===== src/rtl/mips_pkg.sv =====
// Shared constants for the MIPS datapath: widths, opcodes and instruction field positions.
package mips_pkg;

  localparam int unsigned DATA_W     = 32;
  localparam int unsigned REG_ADDR_W = 5;

  // Primary opcodes used by the core
  localparam logic [5:0] R_TYPE = 6'h00;
  localparam logic [5:0] LW     = 6'h23;
  localparam logic [5:0] SW     = 6'h2B;
  localparam logic [5:0] BEQ    = 6'h04;
  localparam logic [5:0] ADDI   = 6'h08;

  // Instruction field bit positions (MSB / LSB)
  localparam int unsigned OPCODE_MSB = 31;
  localparam int unsigned OPCODE_LSB = 26;
  localparam int unsigned RS_MSB     = 25;
  localparam int unsigned RS_LSB     = 21;
  localparam int unsigned RT_MSB     = 20;
  localparam int unsigned RT_LSB     = 16;
  localparam int unsigned RD_MSB     = 15;
  localparam int unsigned RD_LSB     = 11;
  localparam int unsigned IMM_MSB    = 15;
  localparam int unsigned IMM_LSB    = 0;

endpackage


===== src/rtl/register_file.sv =====
// 32x32 register file: two asynchronous read ports, one synchronous write port,
// asynchronous active-low clear, r0 hard-wired to zero, write-before-read bypass.
module register_file
  import mips_pkg::*;
#(
  parameter int unsigned DATA_W    = mips_pkg::DATA_W,
  parameter int unsigned REG_COUNT = 32,
  parameter int unsigned ADDR_W    = $clog2(REG_COUNT)
) (
  input  logic              clk,
  input  logic              rst_n,
  input  logic [ADDR_W-1:0] read_addr_1,
  input  logic [ADDR_W-1:0] read_addr_2,
  output logic [DATA_W-1:0] read_data_1,
  output logic [DATA_W-1:0] read_data_2,
  input  logic              write_en,
  input  logic [ADDR_W-1:0] write_addr,
  input  logic [DATA_W-1:0] write_data
);

  logic [DATA_W-1:0] regs_q [REG_COUNT];
  logic              write_ok;

  // Writes to r0 are dropped so it stays zero; the read path also forces it to zero.
  assign write_ok = write_en && (write_addr != '0);

  // Register array: async clear, write on rising edge
  always_ff @(posedge clk or negedge rst_n) begin
    if (!rst_n) begin
      for (int i = 0; i < REG_COUNT; i++) begin
        regs_q[i] <= '0;
      end
    end else if (write_ok) begin
      regs_q[write_addr] <= write_data;
    end
  end

  // Read port 1 with WB bypass; bypass is suppressed in reset since the write is ignored then
  always_comb begin
    read_data_1 = regs_q[read_addr_1];
    if (read_addr_1 == '0) begin
      read_data_1 = '0;
    end else if (rst_n && write_ok && (write_addr == read_addr_1)) begin
      read_data_1 = write_data;
    end
  end

  // Read port 2 with WB bypass, independent of port 1
  always_comb begin
    read_data_2 = regs_q[read_addr_2];
    if (read_addr_2 == '0) begin
      read_data_2 = '0;
    end else if (rst_n && write_ok && (write_addr == read_addr_2)) begin
      read_data_2 = write_data;
    end
  end

endmodule


===== src/rtl/decode_stage.sv =====
// MIPS instruction decode stage: field slicing, sign extension and register file access.
module decode_stage
  import mips_pkg::*;
#(
  parameter int unsigned DATA_W    = mips_pkg::DATA_W,
  parameter int unsigned REG_COUNT = 32
) (
  input  logic              clk,
  input  logic              rst_n,
  input  logic [31:0]       Instruction,
  input  logic              RegWrite,
  input  logic [4:0]        Write_Register,
  input  logic [DATA_W-1:0] Write_Data,
  output logic [5:0]        Opcode,
  output logic [DATA_W-1:0] Read_Data_1,
  output logic [DATA_W-1:0] Read_Data_2,
  output logic [DATA_W-1:0] Sign_Extended_Immediate,
  output logic [4:0]        rt,
  output logic [4:0]        rd
);

  logic [4:0]  rs;
  logic [15:0] imm;

  // Field slicing, purely combinational
  always_comb begin
    Opcode = Instruction[OPCODE_MSB:OPCODE_LSB];
    rs     = Instruction[RS_MSB:RS_LSB];
    rt     = Instruction[RT_MSB:RT_LSB];
    rd     = Instruction[RD_MSB:RD_LSB];
    imm    = Instruction[IMM_MSB:IMM_LSB];
  end

  // Sign-extend the 16-bit immediate to the datapath width
  always_comb begin
    Sign_Extended_Immediate = {{(DATA_W - 16){imm[15]}}, imm};
  end

  register_file #(
    .DATA_W    (DATA_W),
    .REG_COUNT (REG_COUNT),
    .ADDR_W    (5)
  ) u_register_file (
    .clk         (clk),
    .rst_n       (rst_n),
    .read_addr_1 (rs),
    .read_addr_2 (rt),
    .read_data_1 (Read_Data_1),
    .read_data_2 (Read_Data_2),
    .write_en    (RegWrite),
    .write_addr  (Write_Register),
    .write_data  (Write_Data)
  );

endmodule


===== config.mk =====
export PLATFORM = sky130hd
export DESIGN_NAME = decode_stage
export DESIGN_NICKNAME = d
export VERILOG_FILES = /design/src/rtl/mips_pkg.sv /design/src/rtl/register_file.sv /design/src/rtl/decode_stage.sv
export SDC_FILE = /design/constraint.sdc
export NUM_CORES = 2
export LEC_CHECK = 0
export ABC_AREA = 0
export ABC_CLOCK_PERIOD_IN_PS = 2400
export BUFFER_PORTS_ARGS = -buffer_cell sky130_fd_sc_hd__buf_4
export CORE_ASPECT_RATIO = 1.5
export CORE_UTILIZATION = 40
export CTS_BUF_LIST = sky130_fd_sc_hd__clkbuf_8
export CTS_CLUSTER_DIAMETER = 50
export DETAILED_ROUTE_END_ITERATION = 16
export SYNTH_ARGS = -nofsm -noshare
export SYNTH_HDL_FRONTEND = slang
export SYNTH_HIERARCHICAL = 1
export SYNTH_SLANG_ARGS = --single-unit

===== constraint.sdc =====
create_clock -name clk -period 2.4 [get_ports clk]
set_input_delay 0.36 -clock clk [delete_from_list [all_inputs] [get_ports clk]]
set_output_delay 0.36 -clock clk [all_outputs]
set_load 0.01 [all_outputs]

==> results.json <==
{
  "status": "complete, but fails checks",
  "violations": "setup timing",
  "synth_edf_count": 0,
  "drc": 0,
  "io_pins": 184,
  "nets": 4276,
  "cts_root_buffer": "clkbuf_8",
  "period_needed_ps": 3030,
  "cts_buffers": 161,
  "fin_crit_sh_pct": 126,
  "worst_setup_hold_path_clk_slew_ps": 60,
  "grt_overflow": 0,
  "pwr-share-clk_pct": 30.7,
  "crit_path_frequent_cell": "buf_6",
  "synth_seq_cells": 1024,
  "vias_per_cell": 6.27,
  "seq_power_share_pct": 45.5,
  "synth-async-reset-ratio_pct": 100,
  "finalHoldViolations": 0,
  "synth_top_area_share_pct": 46.1,
  "max_freq_mhz": 330,
  "largestRegisters": "u_register_file/regs_q (1024)",
  "die-area_um2": 140000,
  "worst_slack_ps": -630,
  "cts_buffer_depth": 3,
  "final_max_slew_viol_count": 0,
  "yosysWarnings": 6,
  "clock_sinks": 1024,
  "gp_congestion": 0.876,
  "fin_tns_setup_ps": -29620,
  "startpoint_type": "flip-flop",
  "yosysSeqAreaShare_pct": 46.1,
  "grt_max_degree": 172,
  "hpwl_um": 125000,
  "clock_latency_ps": 870,
  "ant_nets": 0,
  "max_flop_register": "u_register_file/regs_q",
  "cts_tree": "done",
  "syn_area_um2": 55500,
  "worstSetupPathType": "reg -> out",
  "maxCapViolCount": 0,
  "synth_fp_nets": 4024,
  "fp-row-count": 167,
  "crit_chain": "buf_6, mux4_2, o22ai_2, nor4_2, nor3_1, buf_4, nor2_2, buf_6",
  "max_slew_margin_pct": 28.2,
  "p_int_mw": 35.7,
  "path_buf_inv": 3,
  "rsz0062_at_grt": "yes",
  "drive_gt1_share_pct": 62.6,
  "grt_usage_pct": 27.7,
  "avgSynthCellArea_um2": 14.1,
  "avgRoutedWirePerCell_um": 31.7,
  "antenna_found_initial": 8,
  "placed_area_um2": 61600,
  "tightest_slew_ps": 1080,
  "p_switching_mw": 14.6,
  "ctsHtreeMaxLevel": 4,
  "grt_pass1_vias": 39900,
  "design_area_um2": 67100,
  "hp-class": "in -> async",
  "finalClockSkew_ps": 0,
  "core-area_um2": 138000,
  "crit_required_ps": 2040,
  "routed_wl_um": 193000,
  "crit_family": "multiplexers",
  "cp_slowest_cell": "mux4_2",
  "synth_top_cell_by_area": "dfrtp_1",
  "largest_reg_flops": 1024,
  "power_density_nw_per_um2": 750,
  "start_util_pct": 40.3,
  "firstDrtPassIters": 6,
  "die_w_um": 306,
  "grt_pass1_wl_um": 282000,
  "cp_max_fo": 2,
  "leakage_nw": 29.0,
  "endpoint_kind": "output port",
  "chipHeight_um": 458,
  "setup_viol": 64,
  "cp_slowest_stage_delay_ps": 460,
  "worstPathArrival_ps": 2670,
  "synth_area_leaders": "dfrtp_1, mux2_2, mux4_2",
  "io_buffers": 118,
  "via_count": 38200,
  "sw_frac_of_total_pct": 29.0,
  "total_power_mw": 50.3,
  "fillCellCount": 11900,
  "peakVddDrop_mv": 0.366,
  "synth.distinct_cells": 48,
  "drt-initial-drc-count": 3161,
  "combPwrFrac_pct": 23.8,
  "ys.flop_type": "dfrtp_1",
  "area_growth_pct": 20.7,
  "stdcell_count": 6097,
  "synthCells": 3952,
  "post-place-ws_ps": -847,
  "dp_cells": 5813
}
[stage by stage]
stage,hold slack [ps],utilization [%]
after global placement,375,44.7
final,191,48.6
after floorplan,64.4,-
after CTS,148,48.1
after global routing,177,48.6
after detailed placement,382,44.7
[cell type report]
class	instances	area, µm²	share of cell area (%)
Multi-Input combinational cell	2428	29300	43.7
Sequential cell	1024	25600	38.2
Timing Repair Buffer	586	6640	9.90
Clock buffer	204	2810	4.19
Tap cell	1774	2220	3.31
Clock inverter	77	470	0.702
Inverter	3	11.3	0.0168
Antenna cell	1	2.50	0.00373
[repair_timing]
action                                 in CTS  in global routing
endpoints found under the hold margin     891                  0
buffers inserted                           18                  4
resized for setup                         239                125
pin swaps                                 141                105
hold buffers                               32                  0
setup endpoints to repair                  64                 64
[synth_stat cells, types with 6 or more instances]
master / instances
buf_4: 80
buf_6: 33
o21ai_0: 32
xor2_1: 10
buf_1: 11
nand2_1: 21
nand3b_1: 6
mux2_1: 42
o22ai_1: 237
nor2_1: 205
nor3_1: 84
mux4_2: 385
nand3_1: 7
buf_2: 148
a211oi_1: 10
clkbuf_1: 210
a21oi_1: 16
buf_12: 9
mux2_2: 1198
dfrtp_1: 1024
nor4_1: 112
o22a_1: 11
[routing by layer]
layer,track usage [%],wire (µm),part of all wire (%)
met1,35.6,76900,40
met2,45.6,94700,49
met3,4.79,12600,6.5
met4,12.6,9070,4.7
met5,0,71,0.037
[worst paths after layout]
path	endpoint	from	slack (ps)	depth (start not counted)
worst min-delay path	u_register_file/regs_q[441]$_DFFE_PN0P_	rst_n	190	3
worst min register to register	u_register_file/regs_q[1014]$_DFFE_PN0P_	u_register_file/regs_q[1014]$_DFFE_PN0P_	390	0
min in group clk	u_register_file/regs_q[76]$_DFFE_PN0P_	Write_Data[12]	220	3
max in group asynchronous	u_register_file/regs_q[46]$_DFFE_PN0P_	rst_n	750	4
worst max register to register	u_register_file/regs_q[160]$_DFFE_PN0P_	u_register_file/regs_q[160]$_DFFE_PN0P_	1410	3
worst max-delay path	Read_Data_1[0]	u_register_file/regs_q[256]$_DFFE_PN0P_	-630	8
[cell families (layout without fill, tap and decap cells)]
logic type | count (synthesis) | in the layout | synth area share [%]
flip-flops | 1024 | 1024 | 46.1
other | 0 | 1 | 0
buffers and inverters | 500 | 870 | 5.04
AO/OA/AOI/OAI | 316 | 316 | 3.56
multiplexers | 1630 | 1630 | 40.9
XOR/XNOR | 10 | 10 | 0.158
AND/OR/NAND/NOR | 472 | 472 | 4.22
[power groups by stage]
stage	combinational, mW	sequential, mW	clock, mW
floorplan	8.02	22.3	0
global placement	10.9	22.9	0
detailed placement	11.1	23.1	0
CTS	11.7	22.8	15.7
global route	12.7	23.3	16.4
finish	12.0	22.9	15.4
[cells in the final DEF, fill, tap and decap left out, types with 10 or more instances in the layout]
master / instances
buf_12: 162
buf_4: 361
buf_6: 26
clkbuf_8: 204
clkinv_2: 13
dfrtp_1: 1024
dlygate4sd3_1: 32
inv_1: 48
mux2_1: 42
mux2_2: 1198
mux4_2: 386
nand2_4: 12
nor2_1: 162
nor2_2: 27
nor2_4: 20
nor3_1: 31
nor3_2: 36
nor3_4: 19
nor4_1: 39
nor4_2: 58
nor4_4: 16
o21ai_0: 32
o22a_1: 11
o22ai_1: 147
o22ai_2: 71
o22ai_4: 19
xor2_1: 10
[worst register-to-register path, stage by stage, from the launching register on]
cell and delay [ps]:
dfrtp_1 380, buf_4 140, buf_4 120, mux2_2 240
Power figures use the tool's default switching activity.
